<file path="config.mk">
export PLATFORM = sky130hd
export DESIGN_NAME = irq_controller
export DESIGN_NICKNAME = d
export VERILOG_FILES = /design/src/rtl/irq_ctrl_pkg.sv /design/src/rtl/irq_prio_enc.sv /design/src/rtl/irq_controller.sv
export SDC_FILE = /design/constraint.sdc
export NUM_CORES = 1
export LEC_CHECK = 0
export ABC_CLOCK_PERIOD_IN_PS = 2000
export BUFFER_PORTS_ARGS = -buffer_cell sky130_fd_sc_hd__clkbuf_2
export CAP_MARGIN = 40
export CORE_AREA = 2 2 66 68
export DETAILED_ROUTE_END_ITERATION = 12
export DIE_AREA = 0 0 68 70
export GPL_TIMING_DRIVEN = 0
export HOLD_SLACK_MARGIN = 0.03
export PLACE_DENSITY = 0.64
export SLEW_MARGIN = 20
export SYNTH_ARGS = -nofsm -noshare
export SYNTH_HDL_FRONTEND = slang
export SYNTH_SLANG_ARGS = --single-unit
</file>
<file path="constraint.sdc">
create_clock -name clk -period 2 [get_ports clk]
set_input_delay 0.1 -clock clk [delete_from_list [all_inputs] [get_ports clk]]
set_output_delay 0.1 -clock clk [all_outputs]
set_load 0.005 [all_outputs]
</file>
<file path="src/rtl/irq_ctrl_pkg.sv">
// irq_ctrl_pkg
//  Shared definitions for the interrupt controller:
//   - bus register address map (PENDING, MASK, VECTOR, EOI)
//   - controller FSM state encoding (IDLE, REQ, SERVICE)
//   - VECTOR register layout (valid bit position, source id width)
//   - make_vector() helper that packs {valid, zeros, id} into a bus word
package irq_ctrl_pkg;

  localparam int BUS_W         = 16;
  localparam int ID_W          = 4;
  localparam int VEC_VALID_BIT = 15;

  localparam logic [1:0] ADDR_PENDING = 2'd0;
  localparam logic [1:0] ADDR_MASK    = 2'd1;
  localparam logic [1:0] ADDR_VECTOR  = 2'd2;
  localparam logic [1:0] ADDR_EOI     = 2'd3;

  typedef enum logic [1:0] {
    IDLE    = 2'd0,
    REQ     = 2'd1,
    SERVICE = 2'd2
  } irq_state_e;

  // Builds the VECTOR read word: valid flag in the top bit, source id in the low nibble.
  function automatic logic [BUS_W-1:0] make_vector(input logic valid,
                                                   input logic [ID_W-1:0] id);
    logic [BUS_W-1:0] word;
    word                = '0;
    word[VEC_VALID_BIT] = valid;
    word[ID_W-1:0]      = id;
    return word;
  endfunction

endpackage

</file>
<file path="src/rtl/irq_prio_enc.sv">
// irq_prio_enc
//  Combinational fixed-priority encoder: index 0 has the highest priority.
//  Ports:
//   req  in   NUM_SRC  request vector (pending & mask)
//   any  out  1        at least one request bit is set
//   id   out  ID_W     index of the lowest set request bit (0 when none)
module irq_prio_enc
  import irq_ctrl_pkg::*;
#(
  parameter int NUM_SRC = 8
) (
  input  logic [NUM_SRC-1:0] req,
  output logic               any,
  output logic [ID_W-1:0]    id
);

  // Scanning from the top down lets the lowest set index overwrite higher ones.
  always_comb begin
    any = |req;
    id  = '0;
    for (int i = NUM_SRC - 1; i >= 0; i--) begin
      if (req[i]) begin
        id = ID_W'(i);
      end
    end
  end

endmodule

</file>
<file path="src/rtl/irq_controller.sv">
// irq_controller
//  Gathers peripheral interrupt lines into a single prioritised request for the CPU.
//  The CPU acknowledges by reading VECTOR (which reports and claims the winning source)
//  and finishes service by writing EOI. Only one source is in service at a time.
//  Build option:
//   IRQ_EDGE_EN  defined   -> pending bits set on rising edges of src only
//                undefined -> pending bits set while src is high (level mode)
//  Ports:
//   clk      in   1        system clock, posedge
//   rst      in   1        synchronous active-high reset
//   read     in   1        bus read strobe
//   write    in   1        bus write strobe
//   addr     in   2        register select: 0 PENDING, 1 MASK, 2 VECTOR, 3 EOI
//   in_bus   in   16       write data
//   out_bus  out  16       registered read data, held until the next read
//   src      in   NUM_SRC  interrupt lines, active-high
//   irq      out  1        interrupt request to the CPU
module irq_controller
  import irq_ctrl_pkg::*;
#(
  parameter int NUM_SRC = 8
) (
  input  logic               clk,
  input  logic               rst,
  input  logic               read,
  input  logic               write,
  input  logic [1:0]         addr,
  input  logic [BUS_W-1:0]   in_bus,
  output logic [BUS_W-1:0]   out_bus,
  input  logic [NUM_SRC-1:0] src,
  output logic               irq
);

  irq_state_e         state_q, state_d;
  logic [NUM_SRC-1:0] pending_q, pending_d;
  logic [NUM_SRC-1:0] mask_q, mask_d;
  logic [BUS_W-1:0]   out_bus_q, out_bus_d;
  logic [ID_W-1:0]    cur_id_q, cur_id_d;

  logic [NUM_SRC-1:0] set_vec;
  logic [NUM_SRC-1:0] clr_vec;
  logic [NUM_SRC-1:0] active;
  logic               any_active;
  logic [ID_W-1:0]    winner;
  logic               ack;

  // Register bits above NUM_SRC have no storage behind them.
  logic               unused_in_bus;
  assign unused_in_bus = ^in_bus[BUS_W-1:NUM_SRC];

`ifdef IRQ_EDGE_EN
  logic [NUM_SRC-1:0] src_q, src_d;

  assign src_d   = src;
  // A line already high when reset releases counts as a new edge because src_q starts at 0.
  assign set_vec = src & ~src_q;

  always_ff @(posedge clk) begin
    if (rst) begin
      src_q <= '0;
    end else begin
      src_q <= src_d;
    end
  end
`else
  assign set_vec = src;
`endif

  assign active = pending_q & mask_q;

  irq_prio_enc #(
    .NUM_SRC (NUM_SRC)
  ) u_prio_enc (
    .req (active),
    .any (any_active),
    .id  (winner)
  );

  // Acknowledge only counts when a winner exists; otherwise REQ is about to fall back to IDLE.
  assign ack = read && (addr == ADDR_VECTOR) && (state_q == REQ) && any_active;

  // Next-state logic: register updates, read data capture and the service FSM.
  // Pending clears (W1C and acknowledge) are applied before new sets so a source
  // asserting in the same cycle is never lost.
  always_comb begin
    state_d   = state_q;
    pending_d = pending_q;
    mask_d    = mask_q;
    out_bus_d = out_bus_q;
    cur_id_d  = cur_id_q;
    clr_vec   = '0;

    if (write && (addr == ADDR_PENDING)) begin
      clr_vec = in_bus[NUM_SRC-1:0];
    end
    if (ack) begin
      clr_vec  = clr_vec | (NUM_SRC'(1) << winner);
      cur_id_d = winner;
    end
    pending_d = (pending_q & ~clr_vec) | set_vec;

    if (write && (addr == ADDR_MASK)) begin
      mask_d = in_bus[NUM_SRC-1:0];
    end

    if (read) begin
      case (addr)
        ADDR_PENDING: out_bus_d = BUS_W'(pending_q);
        ADDR_MASK:    out_bus_d = BUS_W'(mask_q);
        ADDR_VECTOR:  out_bus_d = ack ? make_vector(1'b1, winner)
                                      : make_vector(1'b0, cur_id_q);
        default:      out_bus_d = '0;
      endcase
    end

    case (state_q)
      IDLE: begin
        if (any_active) begin
          state_d = REQ;
        end
      end
      REQ: begin
        if (ack) begin
          state_d = SERVICE;
        end else if (!any_active) begin
          state_d = IDLE;
        end
      end
      SERVICE: begin
        if (write && (addr == ADDR_EOI)) begin
          state_d = IDLE;
        end
      end
      default: state_d = IDLE;
    endcase
  end

  // State registers; reset also abandons any source in service.
  always_ff @(posedge clk) begin
    if (rst) begin
      state_q   <= IDLE;
      pending_q <= '0;
      mask_q    <= '0;
      out_bus_q <= '0;
      cur_id_q  <= '0;
    end else begin
      state_q   <= state_d;
      pending_q <= pending_d;
      mask_q    <= mask_d;
      out_bus_q <= out_bus_d;
      cur_id_q  <= cur_id_d;
    end
  end

  assign out_bus = out_bus_q;
  assign irq     = (state_q == REQ);

endmodule

</file>
Word-level counts from Yosys, hierarchy flattened
Cells that the tools add are included.
{"block": "op_classes", "reduce_logical": 10, "mux": 17, "bitwise": 5, "n_eq_ne": 8, "shift": 1}
{"op": "16-bit one-hot mux with 3 select lines", "count": 1}
{"op": "3-bit two-way mux", "count": 8}
{"op": "8-bit bitwise AND", "count": 2}
{"op": "16-bit two-way mux", "count": 1}
{"op": "8-bit two-way mux", "count": 2}
{"op": "8-bit bitwise OR", "count": 2}
{"op": "2-bit two-way mux", "count": 4}
{"op": "8-bit inverter", "count": 1}
{"op": "8-bit OR reduction", "count": 1}
{"op": "1-bit by 4-bit left shift with 8-bit output (first input constant)", "count": 1}
{"op": "2-bit equality test (second input constant)", "count": 3}
{"op": "1-bit logical AND", "count": 6}
{"op": "2-bit one-hot mux with 3 select lines", "count": 1}
{"op": "2-bit by 1-bit equality test with 1-bit output (second input constant)", "count": 2}
{"op": "2-bit logical NOT", "count": 2}
{"op": "2-bit != test (second input constant)", "count": 2}
{"op": "3-bit by 2-bit != test with 1-bit output (second input constant)", "count": 1}
{"op": "3-bit AND reduction", "count": 1}
{"block": "word_totals", "output_inout_bits": 17, "inputBits": 30, "elab_cells": 46, "reg_bits": 38}

Depth between registers and ports, before layout
Gate-level depths: netlist of the first run.
{"block": "logic_depth", "depth_word": 15, "depth_mapped": 6, "depth_no_buf": 5}

Modules after synthesis
Synthesis of the first run repeated with hierarchy kept, for this count alone.
{"block": "unflattened", "cells_unflattened": 183, "area_unflattened_um2": 1619.1}
{"module": "irq_controller", "n_inst": 1, "cells_each": 168, "area_each_um2": 1526.5, "seq_area_each_um2": 620.6}
{"module": "irq_prio_enc", "n_inst": 1, "cells_each": 15, "area_each_um2": 92.6, "seq_area_each_um2": 0.0}

Worst setup path after synthesis of the first run
Ideal clock, no wire load.
{"block": "synth_timing", "path_type": "register -> register", "start": "register state_q[0]", "end": "register pending_q[6]", "path_buffers": 0, "arrival_ns": 1.317, "period_less_slack_ns": 1.449, "path_slack_ns": 0.551, "t_required_ns": 1.868, "path_stages_with_launch": 6, "setup_ns": 0.132, "path_cell_list": "dfxtp_1 nor2b_4 nand3_2 or4_4 o211ai_2 a21oi_1"}
{"block": "synth_via", "elab_chain_len": 7}
{"element": "start, declared", "line": "irq_controller.sv:34", "rtl": "irq_state_e state_q, state_d;"}
{"element": "start signal, assigned", "line": "irq_controller.sv:147", "rtl": "state_q <= state_d;"}
{"element": "2-bit by 1-bit equality test with 1-bit output"}
{"element": "named net irq", "line": "irq_controller.sv:31", "rtl": "output logic irq"}
{"element": "1-bit logical AND (2 in a row)", "line": "irq_controller.sv:80", "rtl": "assign ack = read && (addr == ADDR_VECTOR) && (state_q == REQ) && any_active;"}
{"element": "8-bit two-way mux", "line": "irq_controller.sv:96", "rtl": "if (ack) begin"}
{"element": "8-bit inverter", "line": "irq_controller.sv:100", "rtl": "pending_d = (pending_q & ~clr_vec) | set_vec;"}
{"element": "8-bit bitwise AND", "line": "irq_controller.sv:100"}
{"element": "8-bit bitwise OR", "line": "irq_controller.sv:100"}
{"element": "end signal, assigned", "line": "irq_controller.sv:148", "rtl": "pending_q <= pending_d;"}
{"element": "end, declared", "line": "irq_controller.sv:35", "rtl": "logic [NUM_SRC-1:0] pending_q, pending_d;"}
The timed path passes the listed nets, and every way through them passes these cells.
A chain may end at the register's enable or synchronous reset.

Worst setup path after layout of the first run
{"block": "layout_timing", "start": "register mask_q[0]", "end": "register pending_q[2]"}
{"block": "layout_via", "elab_chain_len": 8, "elab_cells_between_ends": 10, "cone_classes": "1 x shift; 2 x mux; 5 x bitwise; 2 x reduce/logical"}
{"element": "start, declared", "line": "irq_controller.sv:36", "rtl": "logic [NUM_SRC-1:0] mask_q, mask_d;"}
{"element": "start signal, assigned", "line": "irq_controller.sv:149", "rtl": "mask_q <= mask_d;"}
{"element": "8-bit bitwise AND *", "line": "irq_controller.sv:69", "rtl": "assign active = pending_q & mask_q;"}
{"element": "3-bit two-way mux", "line": "irq_prio_enc.sv:22", "rtl": "if (req[i]) begin"}
{"element": "1-bit by 4-bit left shift with 8-bit output", "line": "irq_controller.sv:97", "rtl": "clr_vec = clr_vec | (NUM_SRC'(1) << winner);"}
{"element": "8-bit bitwise OR", "line": "irq_controller.sv:97"}
{"element": "8-bit two-way mux *", "line": "irq_controller.sv:96"}
{"element": "8-bit inverter *", "line": "irq_controller.sv:100"}
{"element": "8-bit bitwise AND *", "line": "irq_controller.sv:100"}
{"element": "8-bit bitwise OR *", "line": "irq_controller.sv:100"}
Mark *: on every way between the ends. The rest lies on a longest branch, timed or not.

==> impl_metrics.tcl, run 1 <==
set metrics [dict create \
    fmax_ghz 0.605 \
    total_power_uw 1270 \
    multiInputGateArea_sq_um 857 \
    drtAntennaViolNets 0 \
    hold_class "in -> reg" \
    grt_util_all_layers_pct 18.3 \
    die-area_sq_mm 0.00476 \
    wl_per_cell_microns 13.7 \
    synth_common_cells "nand2_1, dfxtp_1, a21oi_1, nor2_1, nand3_1" \
    hold_viol_final 0 \
    cp-end-kind "flip-flop" \
    post_cts_buffers 0 \
    drt_iter0_drc 60 \
    required_ns 2.15 \
    leakage_uw 0.000809 \
    ctsResizeCount 0 \
    synth_flop_cell "dfxtp_1" \
    synth_top_area_cell "dfxtp_1" \
    placementRows 24 \
    register_area_sq_um 601 \
    grt_max_degree 11 \
    syn_avg_cell_area_sq_um 8.19 \
    r2r_slack_ns 0.35 \
    holdBufCountCts 2 \
    finalCritPeriodShare_pct 82.7 \
    fp.dieW_microns 68 \
    worst-endpoint-arrival_ns 1.80 \
    yosys.cell_count.top_type "nand2_1" \
    synth_cell_types 46 \
    coreArea_sq_mm 0.00414 \
    vias 1489 \
    pre_cts_ws_ns 0.375 \
    gp_congestion 0.896 \
    grt_pass1_vias 1429 \
    post-route-min-period_ns 1.65 \
    area_growth_pct 21.6 \
    cap_violations 0 \
    relSlewSlack_pct 60.9 \
    dp_hpwl_microns 2930 \
    ys_ff_latch 30 \
    port-buffer-count 30 \
    cp-start-kind "flip-flop" \
    synth_edf_count 0 \
    status "finished clean" \
    numCtsBuffers 5 \
    p_per_area_mw_per_mm2 669 \
    cts_root_buf "clkbuf_8" \
    grt-ovfl-total 0 \
    wirelength_microns 3930 \
    drive_above_1_share_pct 27.2 \
    syn_inst 190 \
    cts_htree_levels 2 \
    worst_clock_skew_ns 0.00687 \
    tns_ns 0 \
    final_util_pct 45.7 \
    synth_top_area_share_pct 38.6 \
    tightestPinTransition_ns 0.585 \
    setup_viol 0 \
    fin_ws_ns 0.346 \
    clk_pin_slew_worst_paths_ns 0.06 \
    nNetsFinal 265 \
    routed_via_density 5.19 \
    async_flop_share_pct 0 \
    final.fill_count 439 \
    antenna_found_initial 0 \
    antenna-diode-count 0 \
    drv_slew 0 \
    io-pin-count 47 \
    vdd_drop_max_v 0.000311 \
    synth_area_leaders "dfxtp_1, nand2_1, a21oi_1" \
    die_h_microns 70 \
    crit_path_max_fanout 6 \
    clock_latency_ns 0.28 \
    numClockSinks 30 \
    ys_seq_area_share_pct 38.6 \
    ys_warn_count 0 \
    clock_path_buffers 2 \
    critPathKind "reg -> reg" \
    first_pass_iters 5 \
    grt_setup_unrepaired "false" \
    start_util_pct 37.6 \
    syn_area_sq_mm 0.00156 \
    drc 0 \
    grt_pass1_wl_microns 6630 \
    cts_tree "built" \
]
==> worst max-delay path, stage by stage (launching register included) <==
cell and delay [ns]:
dfxtp_1 0.44, a21boi_0 0.19, a32oi_1 0.24, o21ai_1 0.22
o311ai_1 0.33, a21oi_1 0.10
==> logic make-up after synthesis <==
logic type      synth area share (%)
simple gates                    23.0
compound gates                  26.1
flops                           38.6
buf+inv                         7.80
mux                             4.26
other cells                    0.241
==> per-stage QoR <==
step / cells / hold slack, ns / area (sq um)
global placement: 278 / 0.310 / 1790
global route: 287 / 0.0364 / 1890
floorplan: 196 / 0.217 / 1580
finish: 287 / 0.0380 / 1890
detailed placement: 278 / 0.323 / 1790
CTS: 287 / 0.0300 / 1890
==> routing by layer <==
metal | vias up | routed length [microns] | global-route usage, %
met1 | 678 | 1820 | 23.9
met4 | 0 | 85 | 7.56
met2 | 44 | 1810 | 28.0
met5 | - | 0 | 0
met3 | 10 | 213 | 4.83
li1 | 757 | - | -
==> cell usage in the layout, fill, tap and decap left out, drive strengths merged, types with 2 or more instances in the layout <==
master | Yosys | final
nand3 | 11 | 11
o211ai | 5 | 5
o311ai | 2 | 2
clkbuf | 4 | 39
a21oi | 20 | 20
mux2 | 5 | 5
nor3b | 2 | 2
a32oi | 2 | 2
buf | 12 | 12
dlygate4sd3 | 0 | 2
a311oi | 2 | 2
inv | 7 | 7
conb | 1 | 7
dfxtp | 30 | 30
o21ai | 3 | 3
a31oi | 3 | 3
nor2b | 3 | 3
nand2 | 36 | 36
a22oi | 10 | 10
nor2 | 13 | 13
a211o | 2 | 2
nand2b | 2 | 2
clkinv | 1 | 3
==> final cells by class <==
class / count / share of cell area, %
inverters: 8 / 1.59
multi-input cells: 142 / 45.3
repair buffers: 32 / 8.99
plain buffers: 16 / 4.82
flip-flops and latches: 30 / 31.7
well taps: 52 / 3.44
clock buffers: 5 / 3.64
clock inverters: 2 / 0.529
==> worst paths after layout <==
| check | end | startpoint | depth (start not counted) |
|---|---|---|---|
| max | pending_q[2] | mask_q[0] | 5 |
| min | pending_q[0] | src[0] | 3 |
| max reg2reg | pending_q[2] | mask_q[0] | 5 |
| min reg2reg | out_bus[15] | out_bus[15] | 2 |
==> report_power, final <==
part / switching [uW] / internal (uW) / total, uW
clock: 217 / 233 / 450
combinational: 93.0 / 76.6 / 170
sequential: 26.1 / 621 / 647
total: 336 / 931 / 1270
==> sequential cells by signal (all words and copies together), names as in the netlist <==
register,count
cur_id_q,3
out_bus,9
state_q,2
mask_q,8
pending_q,8
No activity file was read; power rests on OpenSTA's default activity.
==> run 2: changes to the inputs <==
ABC_CLOCK_PERIOD_IN_PS = 1690   (was 2000)
clock period = 1.69 ns   (was 2 ns; I/O delays follow)
==> run 2 against run 1 <==
- critical path depth is the same
- fmax increased by 0.41%
- global-route usage increased by 0.065 points
- critical path type unchanged
- cell area up 3.4%
- combinational power rose by 24%
- setup slack worse by 0.30 ns
- via count grew 1.2%
- non-clock buffer count grew 5
- die area unchanged
==> impl_metrics.tcl, run 2 (same netlist as run 1, synthesis figures left out) <==
set metrics [dict create \
    status "finished clean" \
    leakage_uw 0.000837 \
    p_comb_share_pct 13.9 \
    setup_viol 0 \
    cap_violations 0 \
    vdd_drop_max_v 0.000365 \
    crit_path_max_fanout 6 \
    grt-ovfl-total 0 \
    numClockSinks 30 \
    grt_pass1_wl_microns 6660 \
    critPathKind "reg -> reg" \
    largest_reg_flops 9 \
    grt_max_degree 11 \
    cts_htree_levels 2 \
    dp_hpwl_microns 2930 \
    crit_family "simple AND/OR/NAND/NOR gates" \
    cts_tree "built" \
    cp-end-kind "flip-flop" \
    finalCritPeriodShare_pct 97.5 \
    drc 0 \
    placementRows 24 \
    p_int_uw 1110 \
    nNetsFinal 270 \
    cts_root_buf "clkbuf_8" \
    final_common_cell "nand2_1" \
    cpPeakStageDelay_ns 0.45 \
    relSlewSlack_pct 63.0 \
    pre_cts_ws_ns 0.0647 \
    wirelength_microns 4050 \
    coreArea_sq_mm 0.00414 \
    p_clk_share_pct 35.2 \
    drtAntennaViolNets 0 \
    clock_path_buffers 2 \
    final.fill_count 436 \
    crit_chain "a22oi_2 -> nand2_2 -> or4_4 -> o211ai_2 -> a21oi_1" \
    p_sw_uw 402 \
    wl_met1_microns 1850 \
    hold_viol_final 0 \
    drive_above_1_share_pct 30.4 \
    antenna-diode-count 0 \
    p_per_area_mw_per_mm2 771 \
    p_seq_share_pct 50.9 \
    cp-start-kind "flip-flop" \
    post-route-min-period_ns 1.65 \
    dr_wl_met2_microns 1900 \
    swShare_pct 26.6 \
    worst-endpoint-arrival_ns 1.79 \
    top_layer_used "met4" \
    antenna_found_initial 0 \
    wl_per_cell_microns 13.9 \
    die_h_microns 70 \
    fmax_ghz 0.607 \
    fin_ws_ns 0.0430 \
    io-pin-count 47 \
    vias 1507 \
    layout_common_cells "nand2_1, clkbuf_2, dfxtp_1" \
    die-area_sq_mm 0.00476 \
    slowest_stage "or4_4" \
    required_ns 1.83 \
    wl_met3_microns 212 \
    clock_latency_ns 0.28 \
    drv_slew 0 \
    first_pass_iters 4 \
    area_growth_pct 25.8 \
    port-buffer-count 30 \
    start_util_pct 37.6 \
    worst_clock_skew_ns 0.00681 \
    routed_via_density 5.16 \
    clk_pin_slew_worst_paths_ns 0.06 \
    drt_iter0_drc 90 \
    numCtsBuffers 5 \
    tightestPinTransition_ns 0.553 \
    gp_congestion 0.896 \
    path_buf_inv 0 \
    whs_ns 0.0324 \
    grt_util_all_layers_pct 18.3 \
    hold_class "in -> reg" \
    grt_pass1_vias 1437 \
    fp.dieW_microns 68 \
]
-- run 2: layout make-up --
cell class | instances | area, sq um | area share [%]
plain buffers | 16 | 91.3 | 4.66
clock buffers | 5 | 68.8 | 3.51
clock inverters | 2 | 10.0 | 0.511
repair buffers | 37 | 213 | 10.9
flip-flops and latches | 30 | 602 | 30.7
multi-input cells | 142 | 878 | 44.9
inverters | 8 | 30.0 | 1.53
well taps | 52 | 65.1 | 3.32
-- run 2: per-layer routing --
layer / global-route usage (%) / vias to the layer above
met3: 4.83 / 10
met4: 7.56 / 0
met1: 23.9 / 688
met2: 28.3 / 42
met5: 0 / -
li1: - / 767
-- run 2: final timing paths --
check                            startpoint           end  slack [ns]  depth (start not counted)
worst max-delay path              mask_q[1]  pending_q[7]        0.04                          5
worst min-delay path                 src[3]  pending_q[3]        0.03                          3
worst max register to register    mask_q[1]  pending_q[7]        0.04                          5
worst min register to register  out_bus[15]   out_bus[15]        0.45                          2
-- run 2: tightest hold or removal path, stage by stage --
cell and delay, ns:
clkbuf_2 0.08, inv_1 0.04, a21oi_1 0.05
-- run 2: per-stage QoR --
stage	util [%]	cells	TNS [ns]	instance area, sq um	total power, uW
detailed placement	43.3	278	0	1790	977
global placement	43.3	278	0	1790	976
CTS	46.2	289	0	1910	1520
floorplan	-	196	0	1580	903
global route	47.3	292	-0.0429	1960	1580
finish	47.3	292	0	1960	1510
-- run 2: power by group through the flow --
stage	clock network [uW]	registers, uW	logic, uW
after floorplan	0	774	129
after global placement	0	781	195
after detailed placement	0	781	196
after CTS	546	766	204
after global routing	572	772	234
final	531	769	210
-- run 2: timing repair --
item                                    in CTS  in global routing
hold buffers                                 4                  0
endpoints found under the setup margin       0                  5
hold endpoints to repair                     4                  0
gates resized for setup                      0                  7
buffers inserted                             0                  3
==> run 3: changes to the inputs <==
ABC_AREA = 1   (was not set)
CORE_AREA = 2 2 65 67   (was 2 2 66 68)
DIE_AREA = 0 0 67 69   (was 0 0 68 70)
==> run 3 against run 2 <==
- die area decreased by 2.9%
- combinational power up 6%
- area after synthesis decreased by 2.3%
- critical endpoint is now out_bus[1]
- largest power group unchanged
==> impl_metrics.tcl, run 3 <==
set metrics [dict create \
    grt_pass1_vias 1386 \
    routed_via_density 4.68 \
    synth_area_leaders "dfxtp_1, nand2_1, nand3_1" \
    fmax_ghz 0.641 \
    crit_path_max_fanout 6 \
    total_power_uw 1550 \
    io-pin-count 47 \
    setup_viol 0 \
    dp_hpwl_microns 2680 \
    coreArea_sq_mm 0.00391 \
    clk_pin_slew_worst_paths_ns 0.06 \
    grt_pass1_wl_microns 6060 \
    r2r_cells 11 \
    clock_latency_ns 0.28 \
    ys_ff_latch 30 \
    ys_warn_count 0 \
    largest_reg_flops 9 \
    multiInputGateArea_sq_um 723 \
    final_common_cell "nand2_1" \
    r2r_start "pending_q[0]" \
    synth_top_area_cell "dfxtp_1" \
    hold_viol_final 0 \
    clock_path_buffers 2 \
    cts_root_buf "clkbuf_8" \
    layout_common_cells "nand2_1, inv_1, dfxtp_1, clkbuf_2, nand3_1" \
    numClockSinks 30 \
    synth_common_cells "nand2_1, inv_1, dfxtp_1, nand3_1, nor2_1" \
    async_flop_share_pct 0 \
    grt-ovfl-total 0 \
    worst_clock_skew_ns 0.00269 \
    synth_cell_types 22 \
    syn_avg_cell_area_sq_um 6.67 \
    relSlewSlack_pct 66.5 \
    cap_violations 0 \
    hold_start "in_bus[1]" \
    leakage_uw 0.000987 \
    die-area_sq_mm 0.00462 \
    wirelength_microns 3540 \
    drv_slew 0 \
    port-buffer-count 30 \
    vias 1543 \
    cp-end-kind "flip-flop" \
    die_h_microns 69 \
    syn_inst 228 \
    gp_congestion 0.840 \
    syn_area_sq_mm 0.00152 \
    nNetsFinal 311 \
    finalCritPeriodShare_pct 92.3 \
    tns_ns 0 \
    yosys.cell_count.top_type "nand2_1" \
    required_ns 1.85 \
    numCtsBuffers 5 \
    wl_per_cell_microns 10.7 \
    synth_edf_count 0 \
    antenna_found_initial 0 \
    ys_seq_area_share_pct 39.5 \
    cts_tree "built" \
    min_path_cells 3 \
    grt_util_all_layers_pct 17.0 \
    r2r_end "out_bus[1]" \
    antenna-diode-count 0 \
    post_cts_buffers 0 \
    drive_above_1_share_pct 20.4 \
    worst-endpoint-arrival_ns 1.72 \
    synth_flop_cell "dfxtp_1" \
    holdPathEnd "mask_q[1]" \
    dpl-instance-area_sq_mm 0.00176 \
    area_growth_pct 28.1 \
    drtAntennaViolNets 0 \
    cts_htree_levels 2 \
    design_area_sq_mm 0.00195 \
    status "finished clean" \
    hold_class "in -> reg" \
    start_util_pct 38.8 \
    cp-start-kind "flip-flop" \
    r2r_slack_ns 0.13 \
    vdd_drop_max_v 0.000425 \
    post-route-min-period_ns 1.56 \
    drc 0 \
    whs_ns 0.0704 \
    synth_top_area_share_pct 39.5 \
    dp.cells 315 \
    tightestPinTransition_ns 0.502 \
    fin_cells 330 \
    grt_max_degree 11 \
    p_per_area_mw_per_mm2 798 \
    critPathKind "reg -> reg" \
    fp.dieW_microns 67 \
    register_area_sq_um 601 \
    final.fill_count 434 \
    drt_iter0_drc 75 \
    placementRows 23 \
    first_pass_iters 4 \
]
==> run 3: kinds of logic after synthesis <==
logic type             synth area share, %
AO/OA/AOI/OAI                         13.3
buffers and inverters                 15.3
flip-flops                            39.5
other                                0.247
AND/OR/NAND/NOR                       31.6
==> run 3: per-layer routing <==
metal	GRT usage (%)	up-vias	part of all wire [%]
met5	0	-	0
met4	6.80	0	1.7
met3	4.89	7	6.9
met2	25.5	48	43
met1	22.7	671	48
li1	-	817	-
==> run 3: stage by stage <==
step | util (%) | worst slack, ns
finish | 49.7 | 0.129
global route | 49.7 | -0.0163
CTS | 49.4 | 0.0709
detailed placement | 45.0 | 0.0912
global placement | 44.9 | 0.0899
floorplan | - | 0.283
==> run 3: power breakdown <==
group	switching [uW]	internal (uW)	leakage, uW
clock	253	313	0.0000431
sequential	21.2	743	0.000246
combinational	123	100	0.000698
total	397	1160	0.000987
==> run 3: cell type report <==
cell class	count	share of cell area, %
Multi-Input combinational cell	157	37.1
Sequential cell	30	30.8
Timing Repair Buffer	40	12.6
Inverter	35	6.75
Buffer	12	5.21
Clock buffer	6	4.24
Tap cell	50	3.21
==> run 3: worst max-delay path by stage <==
stage | startpoint | endpoint | depth (start not counted)
final | pending_q[0] | out_bus[1] | 11
after global placement | pending_q[0] | out_bus[1] | 11
after CTS | pending_q[0] | out_bus[1] | 11
after global routing | pending_q[3] | out_bus[2] | 11
after detailed placement | pending_q[0] | out_bus[1] | 11
after floorplan | pending_q[0] | out_bus[2] | 11
==> run 3: repair_timing <==
action                                  in CTS  in global routing
hold endpoints to repair                     9                  0
hold buffers                                 9                  0
resized for setup                            0                  5
endpoints found under the setup margin       0                  8
==> run 3: critical path, stage by stage (launching register included) <==
cell and delay, ns:
dfxtp_1 0.33, nand2_1 0.10, nand2_1 0.11, nor2_2 0.14, nand2_1 0.10, nand2_2 0.10
inv_2 0.06, or2_1 0.22, nand3_1 0.07, nand3_1 0.09, nand2_1 0.07, a21oi_1 0.05
